[config.mk]
export PLATFORM = sky130hd
export DESIGN_NAME = opb_slave_window_ctrl
export DESIGN_NICKNAME = d
export VERILOG_FILES = /design/src/rtl/opb_slave_window_ctrl.sv
export SDC_FILE = /design/constraint.sdc
export NUM_CORES = 1
export LEC_CHECK = 0
export ABC_CLOCK_PERIOD_IN_PS = 6500
export BUFFER_PORTS_ARGS = -buffer_cell sky130_fd_sc_hd__buf_2
export CELL_PAD_IN_SITES_DETAIL_PLACEMENT = 0
export CELL_PAD_IN_SITES_GLOBAL_PLACEMENT = 1
export CORE_MARGIN = 2
export CORE_UTILIZATION = 39
export DETAILED_ROUTE_END_ITERATION = 12
export PLACE_DENSITY_LB_ADDON = 0.1
export SETUP_SLACK_MARGIN = 0.02
export SYNTH_ARGS = -nofsm -noshare
export SYNTH_HDL_FRONTEND = slang
export SYNTH_SLANG_ARGS = --single-unit
[constraint.sdc]
create_clock -name OPB_Clk -period 6.5 [get_ports OPB_Clk]
set_input_delay 0.65 -clock OPB_Clk [delete_from_list [all_inputs] [get_ports OPB_Clk]]
set_output_delay 0.65 -clock OPB_Clk [all_outputs]
set_load 0.02 [all_outputs]
[src/rtl/opb_slave_window_ctrl.sv]
// OPB front end for a bank of register slaves in contiguous address windows.
// Decodes the window, gates select to one slave, registers its response and times out stalled slaves.
module opb_slave_window_ctrl #(
    parameter logic [31:0] C_BASEADDR   = 32'h01008000,
    parameter int          C_NUM_SLAVES = 4,
    parameter int          C_WIN_AWIDTH = 8,
    parameter int          C_TIMEOUT    = 16
) (
    input  logic                        OPB_Clk,
    input  logic                        OPB_Rst_n,
    input  logic [31:0]                 OPB_ABus,
    input  logic                        OPB_RNW,
    input  logic                        OPB_select,
    input  logic                        OPB_seqAddr,
    output logic [C_NUM_SLAVES-1:0]     slv_select,
    input  logic [32*C_NUM_SLAVES-1:0]  slv_DBus,
    input  logic [C_NUM_SLAVES-1:0]     slv_xferAck,
    input  logic [C_NUM_SLAVES-1:0]     slv_errAck,
    input  logic [C_NUM_SLAVES-1:0]     slv_retry,
    input  logic [C_NUM_SLAVES-1:0]     slv_toutSup,
    output logic [31:0]                 Sl_DBus,
    output logic                        Sl_xferAck,
    output logic                        Sl_errAck,
    output logic                        Sl_retry,
    output logic                        Sl_toutSup,
    output logic [15:0]                 tout_count,
    output logic [31:0]                 tout_addr,
    output logic                        tout_rnw
);

    localparam int              IW        = (C_NUM_SLAVES > 1) ? $clog2(C_NUM_SLAVES) : 1;
    localparam int              HW        = 32 - C_WIN_AWIDTH;
    localparam logic [HW-1:0]   BASE_HI   = C_BASEADDR[31:C_WIN_AWIDTH];
    localparam logic [HW-1:0]   NUM_HI    = HW'(C_NUM_SLAVES);
    localparam logic [7:0]      TOUT_LAST = 8'(C_TIMEOUT - 1);

    typedef enum logic [1:0] {IDLE, ACTIVE, DONE} state_t;

    state_t          state, state_nxt;
    logic [HW-1:0]   win_off;
    logic            win_hit;
    logic            accept;
    logic [IW-1:0]   idx;
    logic [31:0]     addr_q;
    logic            rnw_q;
    logic [7:0]      cnt;

    logic            cur_xfer, cur_err, cur_retry, cur_sup;
    logic [31:0]     cur_data;
    logic            active, ack_raw, any_ack, tout_hit;

    // Each beat is a single transfer, so the sequential hint carries no information.
    logic            unused_ok;
    assign unused_ok = OPB_seqAddr;

    // A window index below the base wraps to a large offset and misses as well.
    assign win_off = OPB_ABus[31:C_WIN_AWIDTH] - BASE_HI;
    assign win_hit = (win_off < NUM_HI);
    assign accept  = (state == IDLE) && OPB_select && win_hit;

    // The data bus is big-endian: slave 0 owns the most significant word.
    always_comb begin
        cur_xfer  = 1'b0;
        cur_err   = 1'b0;
        cur_retry = 1'b0;
        cur_sup   = 1'b0;
        cur_data  = '0;
        for (int i = 0; i < C_NUM_SLAVES; i++) begin
            if (idx == IW'(i)) begin
                cur_xfer  = slv_xferAck[i];
                cur_err   = slv_errAck[i];
                cur_retry = slv_retry[i];
                cur_sup   = slv_toutSup[i];
                cur_data  = slv_DBus[32*(C_NUM_SLAVES-1-i) +: 32];
            end
        end
    end

    assign active   = (state == ACTIVE);
    assign ack_raw  = cur_xfer | cur_err | cur_retry;
    assign any_ack  = active & OPB_select & ack_raw;
    // An acknowledge in the terminal cycle beats the timeout.
    assign tout_hit = active & OPB_select & ~ack_raw & ~cur_sup & (cnt == TOUT_LAST);

    always_ff @(posedge OPB_Clk or negedge OPB_Rst_n) begin
        if (!OPB_Rst_n) state <= IDLE;
        else            state <= state_nxt;
    end

    always_comb begin
        state_nxt = state;
        case (state)
            IDLE:    if (accept) state_nxt = ACTIVE;
            ACTIVE: begin
                if (!OPB_select)            state_nxt = IDLE;
                else if (any_ack | tout_hit) state_nxt = DONE;
            end
            DONE:    state_nxt = IDLE;
            default: state_nxt = IDLE;
        endcase
    end

    always_comb begin
        slv_select = '0;
        for (int i = 0; i < C_NUM_SLAVES; i++)
            slv_select[i] = active && OPB_select && (idx == IW'(i));
    end

    always_ff @(posedge OPB_Clk or negedge OPB_Rst_n) begin
        if (!OPB_Rst_n) begin
            idx    <= '0;
            addr_q <= '0;
            rnw_q  <= 1'b0;
            cnt    <= '0;
        end else if (accept) begin
            idx    <= win_off[IW-1:0];
            addr_q <= OPB_ABus;
            rnw_q  <= OPB_RNW;
            cnt    <= '0;
        end else if (active && !cur_sup) begin
            cnt    <= cnt + 8'd1;
        end
    end

    // Response register: one-cycle pulse, data forced to zero unless a read is acknowledged.
    always_ff @(posedge OPB_Clk or negedge OPB_Rst_n) begin
        if (!OPB_Rst_n) begin
            Sl_xferAck <= 1'b0;
            Sl_errAck  <= 1'b0;
            Sl_retry   <= 1'b0;
            Sl_toutSup <= 1'b0;
            Sl_DBus    <= '0;
        end else begin
            Sl_xferAck <= (any_ack & cur_xfer) | tout_hit;
            Sl_errAck  <= (any_ack & cur_err) | tout_hit;
            Sl_retry   <= any_ack & cur_retry;
            Sl_toutSup <= active & OPB_select & ~ack_raw & cur_sup;
            Sl_DBus    <= (any_ack & cur_xfer & rnw_q) ? cur_data : 32'h0;
        end
    end

    always_ff @(posedge OPB_Clk or negedge OPB_Rst_n) begin
        if (!OPB_Rst_n) begin
            tout_count <= '0;
            tout_addr  <= '0;
            tout_rnw   <= 1'b0;
        end else if (tout_hit) begin
            if (tout_count != 16'hFFFF) tout_count <= tout_count + 16'd1;
            tout_addr <= addr_q;
            tout_rnw  <= rnw_q;
        end
    end

endmodule
# ---- Yosys cells after proc, flatten, opt, wreduce, memory -nomap -nowiden
# Cells that the tools add are included.
dict set report totals {
  regBits 130
  output_inout_bits 89
  input_bits 181
  word_cells 83
}
dict set report classes {
  addsub 3
  bitwise 17
  n_eq_ne 8
  n_mux 27
  reduce_logical 14
  n_lt_le_gt_ge 1
}
# op n
set op_table {}
lappend op_table {{$mux 32} 5}
lappend op_table {{$lt 24x3->1 const B} 1}
lappend op_table {{$sub 24x17->24 const B} 1}
lappend op_table {{$add 16x1->16 const B} 1}
lappend op_table {{$mux 1} 16}
lappend op_table {{$mux 8} 2}
lappend op_table {{$ne 16x16->1 const B} 1}
lappend op_table {{$and 1x1->1} 10}
lappend op_table {{$add 8x1->8 const B} 1}
lappend op_table {{$eq 8x4->1 const B} 1}
lappend op_table {{$logic_and 1x1->1} 8}
lappend op_table {{$mux 2} 3}
lappend op_table {{$or 1x1->1} 5}
lappend op_table {{$eq 2x1->1 const B} 2}
lappend op_table {{$eq 2x2->1 const B} 2}
lappend op_table {{$logic_not 2->1} 2}
lappend op_table {{$pmux 2 s2} 1}
lappend op_table {{$reduce_and 2->1} 2}
lappend op_table {{$ne 3x2->1 const B} 1}
lappend op_table {{$ne 2x2->1 const B} 1}
lappend op_table {{$not 1->1} 2}
lappend op_table {{$reduce_bool 2->1} 1}
lappend op_table {{$logic_not 1->1} 1}

# ---- Longest topological paths before layout
# Gate-level depths: netlist of the first run.
dict set report logic_depth {
  word_depth 15
  depth_mapped 10
  depth_no_buf 8
}

# ---- Worst setup path before layout of the first run
# OpenSTA, ideal clock, no wires.
dict set report synth_path {
  kind {input to register}
  from {input port OPB_ABus[21]}
  to {register addr_q[16]}
  path_buffers 1
  t_arrival_ps 2849
  path_slack_ps 3526
  stages 7
  t_required_ps 6375
  setup_time_ps 125
  path_cell_list {or4_1 -> or3_1 -> xor2_1 -> nand3_1 -> nor3b_1 -> clkbuf_1 -> mux2_2}
}
dict set report synth_between {
  elab_chain_cells 3
}
# element line_no
set synth_rtl {}
lappend synth_rtl {{from (decl)} 11} ;# input logic [31:0] OPB_ABus,
lappend synth_rtl {{$sub 24x17->24} 57} ;# assign win_off = OPB_ABus[31:C_WIN_AWIDTH] - BASE_HI;
lappend synth_rtl {{$lt 24x3->1} 58} ;# assign win_hit = (win_off < NUM_HI);
lappend synth_rtl {{$logic_and 1x1->1} 59} ;# assign accept = (state == IDLE) && OPB_select && win_hit;
lappend synth_rtl {{to (signal assigned)} 117} ;# addr_q <= OPB_ABus;
lappend synth_rtl {{to (decl)} 44} ;# logic [31:0] addr_q;
# No other way between the ends.
# A chain may end at the register's enable or synchronous reset.

# ---- Final worst setup path of the first run
dict set report layout_path {
  from {register idx[0]}
  to {register tout_count[10]}
}
dict set report layout_between {
  elab_chain_cells 12
  word_cells_on_any_way 28
  cone_classes {eq/ne: 3; mux: 16; bitwise: 7; reduce/logical: 2}
}
# element line_no
set layout_rtl {}
lappend layout_rtl {{from (decl)} 43} ;# logic [IW-1:0] idx;
lappend layout_rtl {{from (signal assigned)} 116} ;# idx <= win_off[IW-1:0];
lappend layout_rtl {{$logic_not 2->1} 69} ;# if (idx == IW'(i)) begin
lappend layout_rtl {{$mux 1 (4 in series)} 69}
lappend layout_rtl {{$or 1x1->1 (2 in series)} 80} ;# assign ack_raw = cur_xfer | cur_err | cur_retry;
lappend layout_rtl {{$not 1->1} 83} ;# assign tout_hit = active & OPB_select & ~ack_raw & ~cur_sup & (cnt == TOUT_LAST);
lappend layout_rtl {{$and 1x1->1} 83}
lappend layout_rtl {{$and 1x1->1 (*) (2 in series)} 83}
lappend layout_rtl {{$reduce_and 2->1 (no line) (*)} --}
lappend layout_rtl {{to (signal assigned)} 148} ;# if (tout_count != 16'hFFFF) tout_count <= tout_count + 16'd1;
lappend layout_rtl {{to (decl)} 26} ;# output logic [15:0] tout_count,
# Mark *: on every way between the ends. The rest lies on a longest branch, timed or not.

==> impl_metrics.env, run 1 <==
export IMPL_outcome="complete, no violations"
export IMPL_cts_clk_slew_worst_paths_ps=50
export IMPL_p_leak_nw=4.23
export IMPL_grt_pass1_vias=4609
export IMPL_std_cell_rows=44
export IMPL_antenna_found_initial=8
export IMPL_ir_drop_uv=179
export IMPL_clk_insertion_delay_late_ps=420
export IMPL_setup_viol=0
export IMPL_routed_wl_um=15900
export IMPL_timing_slew_headroom_pct=37.3
export IMPL_die_width_um=127
export IMPL_avgSynthCellArea_um2=13.7
export IMPL_start_util_pct=40.3
export IMPL_reg2reg_depth=6
export IMPL_root_buffer="clkbuf_16"
export IMPL_cts_buffers_inserted=17
export IMPL_power_density_nw_per_um2=233
export IMPL_seq_area_frac_synth_pct=54.3
export IMPL_via_per_inst=5.04
export IMPL_clk_path_buf_depth=2
export IMPL_die_area_um2=16100
export IMPL_drt_iter0_drc=162
export IMPL_first_pass_iters=4
export IMPL_place_ws_ps=3160
export IMPL_core_area_um2=14600
export IMPL_fmax_mhz=322
export IMPL_gp_congestion=0.831
export IMPL_drive_above_1_share_pct=56.3
export IMPL_fillers=1312
export IMPL_worst_setup_path_end_kind="register"
export IMPL_max_cap_viol_count=0
export IMPL_area_growth_pct=36.7
export IMPL_port_buffers=268
export IMPL_synth_edf_count=0
export IMPL_crit_fanout=37
export IMPL_ios=270
export IMPL_cts_max_level=4
export IMPL_cts_sinks=128
export IMPL_die_h_um=127
export IMPL_cts_resized=0
export IMPL_startpoint_type="register"
export IMPL_antenna_left=0
export IMPL_finalCriticalPeriod_ps=3110
export IMPL_overflow=0
export IMPL_vias=4542
export IMPL_dp_hpwl_um=12200
export IMPL_syn_inst=430
export IMPL_critPathKind="reg -> reg"
export IMPL_rsz0062_at_grt="no"
export IMPL_tightest_slew_ps=941
export IMPL_final_nets=885
export IMPL_avgRoutedWirePerCell_um=17.7
export IMPL_ys_dominant_reg_cell="dfrtp_1"
export IMPL_grt_pass1_wl_um=24800
export IMPL_syn_nets=614
export IMPL_final_common_cell="buf_2"
export IMPL_final_cell_mix="buf_2 (267), dfrtp_1 (127), nor2b_1 (50)"
export IMPL_stdcell_area_um2=8070
export IMPL_cts_tree="built"
export IMPL_grt_usage_pct=20.2
export IMPL_min_path_type="in -> async"
export IMPL_syn_area_um2=5900
export IMPL_ys_ff_latch=128
export IMPL_synth_warnings=0
export IMPL_fin_ws_ps=3390
export IMPL_arrival_ps=3450
export IMPL_maxSlewViolCount=0
export IMPL_post_place_cells=866
export IMPL_finClkSkew_ps=7.86
export IMPL_synthDistinctLibCells=47
export IMPL_tns_ps=0
export IMPL_reg2reg_slack_ps=3390
export IMPL_finalCritPeriodShare_pct=47.8
export IMPL_holdBufCountCts=0
export IMPL_post_cts_buffers=0
export IMPL_finalNonFillerCells=902
export IMPL_placed_area_um2=7440
export IMPL_drc=0
export IMPL_async_reset_ff_share_pct=100
export IMPL_grt_max_degree=77
export IMPL_hold_viol_final=0
export IMPL_worstPathRequired_ps=6840
==> per-stage QoR <==
step | hold slack [ps] | utilization [%] | power [mW]
2_1_floorplan | 354 | - | 0.841
3_3_place_gp | 448 | 50.8 | 0.914
3_5_place_dp | 452 | 50.8 | 0.917
4_1_cts | 285 | 55.0 | 1.90
5_1_grt | 317 | 55.1 | 1.95
6_report | 256 | 55.1 | 1.88
==> synth_stat cells (2+ instances only) <==
library cell / n / area [um2]
or3_1: 2 / 12.5
or2_2: 4 / 25.0
nand3_1: 6 / 30.0
xor2_1: 8 / 70.1
mux4_2: 36 / 811
nand2_1: 20 / 75.1
nor4_1: 4 / 25.0
clkbuf_1: 19 / 71.3
nor3b_1: 5 / 37.5
ha_1: 3 / 37.5
and3_1: 4 / 25.0
mux2_2: 47 / 529
nor4b_1: 5 / 43.8
nor2b_1: 50 / 313
inv_1: 7 / 26.3
nor3_1: 8 / 40.0
nor2_1: 16 / 60.1
or4_1: 2 / 15.0
nand3b_1: 4 / 30.0
a21oi_1: 3 / 15.0
and2_1: 2 / 12.5
xnor2_1: 15 / 131
buf_1: 2 / 7.51
nand4_1: 8 / 50.1
dfrtp_1: 128 / 3200
==> layer usage <==
| layer | part of all wire (%) | up-vias | global-route usage [%] |
|---|---|---|---|
| met3 | 8.6 | 28 | 8.04 |
| met2 | 51 | 184 | 33.2 |
| met1 | 39 | 2223 | 23.8 |
| met5 | 0.20 | - | 0 |
| met4 | 2.0 | 6 | 8.47 |
| li1 | - | 2101 | - |
==> kinds of logic after synthesis <==
logic type / share of synthesized area [%]
muxes: 22.9
DFF: 54.3
AOI/OAI and AO/OA: 2.12
adders and majority gates: 0.636
and+or+nand+nor: 14.7
buffers and inverters: 1.97
xor gates and xnor gates: 3.41
==> worst paths after layout <==
| check | start | to |
|---|---|---|
| worst max-delay path | idx[0] | tout_count[10] |
| worst min-delay path | OPB_Rst_n | Sl_toutSup |
| worst max register to register | idx[0] | tout_count[10] |
| worst min register to register | addr_q[15] | addr_q[15] |
| max in group asynchronous | OPB_Rst_n | tout_addr[0] |
| min in group OPB_Clk | addr_q[15] | addr_q[15] |
==> critical path, cell delays in order (launching register included) <==
cell and delay, ps:
dfrtp_2 480, mux4_2 590, or4_1 630, or2_2 670
nor4_1 480, nor2_1 70, a21oi_1 110
==> cell type report <==
cell class / count / area, um2 / share of cell area [%]
Antenna cell: 4 / 10.0 / 0.124
Clock buffer: 18 / 439 / 5.44
Timing Repair Buffer: 274 / 1390 / 17.2
Sequential cell: 128 / 3200 / 39.7
Inverter: 7 / 26.3 / 0.326
Clock inverter: 14 / 178 / 2.20
Multi-Input combinational cell: 273 / 2590 / 32.1
Tap cell: 184 / 230 / 2.85
==> state kept, by name (all words and copies together) (netlist names) <==
register	cells
Sl_DBus	32
Sl_errAck	1
Sl_retry	1
Sl_toutSup	1
Sl_xferAck	1
addr_q	31
cnt	8
idx	1
rnw_q	1
state	2
tout_addr	32
tout_count	16
tout_rnw	1
==> power by group <==
part	internal (mW)	leakage (nW)	switching, mW
logic	0.0609	2.14	0.0433
clock network	0.619	0.302	0.362
registers	0.797	1.79	0.00000112
total	1.48	4.23	0.405
No activity file was read; power rests on OpenSTA's default activity.
==> run 2: changes to the inputs <==
Settings changed: ABC_AREA set to 1, ABC_CLOCK_PERIOD_IN_PS 6500 to 2550, CORE_UTILIZATION 39 to 31.
Clock period 6.5 ns to 2.55 ns, I/O delays scaled along.
==> impl_metrics.env, run 2 <==
export IMPL_synthMuxAreaShare_pct=0.176
export IMPL_clk_path_buf_depth=2
export IMPL_std_cell_rows=52
export IMPL_syn_area_um2=6400
export IMPL_worstPathRequired_ps=2300
export IMPL_cts_tree="built"
export IMPL_setup_viol=0
export IMPL_p_switching_mw=1.20
export IMPL_fmax_mhz=447
export IMPL_worst_setup_path_end_kind="primary output"
export IMPL_cp_startpoint="state[1]"
export IMPL_p_leak_nw=4.79
export IMPL_synth_top_family_by_area="simple AND/OR/NAND/NOR gates"
export IMPL_synthTopCellsByCount="nand2_1 (275), dfrtp_1 (128), nor2_1 (91)"
export IMPL_seq_area_frac_synth_pct=50.0
export IMPL_crit_path_max_incr_delay_ps=380
export IMPL_worstReg2RegStart="idx[0]"
export IMPL_drc=0
export IMPL_ys_top_cells_by_area="dfrtp_1 (50%), nand2_1 (16%), nor2_1 (5.3%)"
export IMPL_multi_input_area_um2=2730
export IMPL_tns_ps=0
export IMPL_drive_above_1_share_pct=32.5
export IMPL_synth_xor_area_share_pct=1.09
export IMPL_power_density_nw_per_um2=547
export IMPL_ir_drop_uv=406
export IMPL_ys_dominant_reg_cell="dfrtp_1"
export IMPL_dp_hpwl_um=16600
export IMPL_wl_met2_um=9950
export IMPL_reg2reg_slack_ps=320
export IMPL_antenna_left=0
export IMPL_die_area_um2=21800
export IMPL_arrival_ps=1980
export IMPL_synth_edf_count=0
export IMPL_critical_path_most_common_cell="inv_1"
export IMPL_synthAdderAreaFrac_pct=0.586
export IMPL_ios=270
export IMPL_tightest_slew_ps=500
export IMPL_min_path_type="in -> reg"
export IMPL_internal_power_mw=3.56
export IMPL_final_seq_area_um2=3200
export IMPL_grt_usage_pct=20.1
export IMPL_worstSetupEndpoint="slv_select[1]"
export IMPL_gp_congestion=0.809
export IMPL_finClkSkew_ps=9.31
export IMPL_cts_sinks=128
export IMPL_reg2reg_depth=12
export IMPL_routed_wl_um=21300
export IMPL_first_pass_iters=4
export IMPL_critPathSlowestCell="dfrtp_1"
export IMPL_cts_clk_slew_worst_paths_ps=60
export IMPL_p_seq_share_pct=42.7
export IMPL_finalCritPeriodShare_pct=87.6
export IMPL_finalCriticalPeriod_ps=2230
export IMPL_syn_inst=809
export IMPL_core_area_um2=20200
export IMPL_yosys_area_top_type="dfrtp_1"
export IMPL_path_cells="nor2_2 -> inv_1 -> nor2_1 -> inv_1 -> nor3_1 -> buf_2"
export IMPL_drt_iter0_drc=219
export IMPL_die_width_um=148
export IMPL_synthSimpleGateAreaFrac_pct=30.4
export IMPL_start_util_pct=31.6
export IMPL_avgSynthCellArea_um2=7.91
export IMPL_cts_buffers_inserted=17
export IMPL_ys_ff_latch=128
export IMPL_comb_power_share_pct=6.1
export IMPL_syn_nets=993
export IMPL_grt_pass1_wl_um=34100
export IMPL_port_buffers=268
export IMPL_clk_insertion_delay_late_ps=420
export IMPL_vias=6318
export IMPL_synth_most_common_cell="nand2_1"
export IMPL_grt_max_degree=52
export IMPL_final_nets=1268
export IMPL_max_cap_viol_count=0
export IMPL_cts_max_level=4
export IMPL_power_share_switching_pct=25.1
export IMPL_grt_pass1_vias=6305
export IMPL_synthDistinctLibCells=37
export IMPL_outcome="complete, no violations"
export IMPL_startpoint_type="register"
export IMPL_avgRoutedWirePerCell_um=15.5
export IMPL_top_layer_used="met5"
export IMPL_via_per_inst=4.61
export IMPL_synth_top_cell_area_share_pct=50.0
export IMPL_async_reset_ff_share_pct=100
export IMPL_timing_slew_headroom_pct=66.6
export IMPL_synth_compound_area_share_pct=10.2
export IMPL_crit_fanout=6
export IMPL_rsz0062_at_grt="no"
export IMPL_synth_warnings=0
export IMPL_clockPowerShare_pct=51.3
export IMPL_final_util_pct=43.0
export IMPL_root_buffer="clkbuf_16"
export IMPL_final_common_cell="nand2_1"
export IMPL_reg_top3="Sl_DBus x32, tout_addr x32, addr_q x31"
export IMPL_antenna_found_initial=5
export IMPL_final_cell_mix="nand2_1 (274), buf_2 (267), dfrtp_1 (127)"
export IMPL_wl_met3_um=1630
export IMPL_overflow=0
export IMPL_wl_met1_um=9090
export IMPL_hold_viol_final=0
export IMPL_r2r_end="tout_count[9]"
export IMPL_min_path_cells=3
export IMPL_critPathKind="reg -> out"
export IMPL_maxSlewViolCount=0
export IMPL_area_growth_pct=36.0
export IMPL_die_h_um=148
export IMPL_fillers=2145
==> run 2: how the worst min path moves through the flow <==
| stage | from | endpoint | slack, ps |
|---|---|---|---|
| 6_report | OPB_ABus[2] | addr_q[2] | 70 |
| 5_1_grt | slv_DBus[25] | Sl_DBus[25] | 60 |
| 4_1_cts | slv_DBus[25] | Sl_DBus[25] | 50 |
| 3_5_place_dp | OPB_Rst_n | tout_addr[30] | 240 |
| 3_3_place_gp | OPB_Rst_n | tout_addr[30] | 240 |
| 2_1_floorplan | OPB_Rst_n | Sl_DBus[0] | -40 |
==> run 2: through the flow <==
step	instance area [um2]	std cells	hold WS, ps	setup slack [ps]	power [mW]
6_report	8700	1370	67.4	315	4.76
3_5_place_dp	8070	1333	239	216	2.36
5_1_grt	8700	1370	63.1	55.9	4.95
2_1_floorplan	6400	809	-40.6	651	2.15
4_1_cts	8680	1366	52.6	67.0	4.84
3_3_place_gp	8070	1333	243	276	2.36
==> run 2: power groups by stage <==
stage	clock network (mW)	registers [mW]	logic (mW)
finish	2.44	2.03	0.289
CTS	2.51	2.03	0.295
global route	2.59	2.03	0.330
detailed placement	0	2.07	0.293
global placement	0	2.07	0.293
floorplan	0	2.07	0.0773
==> run 2: cells by family after synthesis <==
logic type,after synthesis
adders and majority gates,3
and+or+nand+nor,460
DFF,128
AOI/OAI and AO/OA,100
xor gates and xnor gates,8
muxes,1
buffers and inverters,109
==> run 2: area by class of cell <==
type,instances,area share [%]
inverter,73,3.19
tap,270,3.88
sequential,128,36.8
clock inverter,15,1.93
clock buffer,17,4.89
multi-input combinational,572,31.3
antenna,3,0.0863
timing repair buffer,292,17.9
==> run 2: critical path, delay by kind of cell, from the launching register on <==
| family | cells | cell delay (ps) |
|---|---|---|
| buffers and inverters | 3 | 500 |
| and+or+nand+nor | 3 | 690 |
| DFF | 1 | 380 |
==> run 2: metal layers <==
layer | GRT usage, % | up-vias
met5 | 0 | -
met4 | 7.74 | 4
met3 | 7.50 | 39
met2 | 32.0 | 202
met1 | 25.0 | 2889
li1 | - | 3184
==> run 2: what timing repair did <==
item,CTS,global route
hold buffers,1,0
resized for setup,0,4
hold endpoints to repair,48,0
buffers inserted,0,1
setup endpoints to repair,0,5
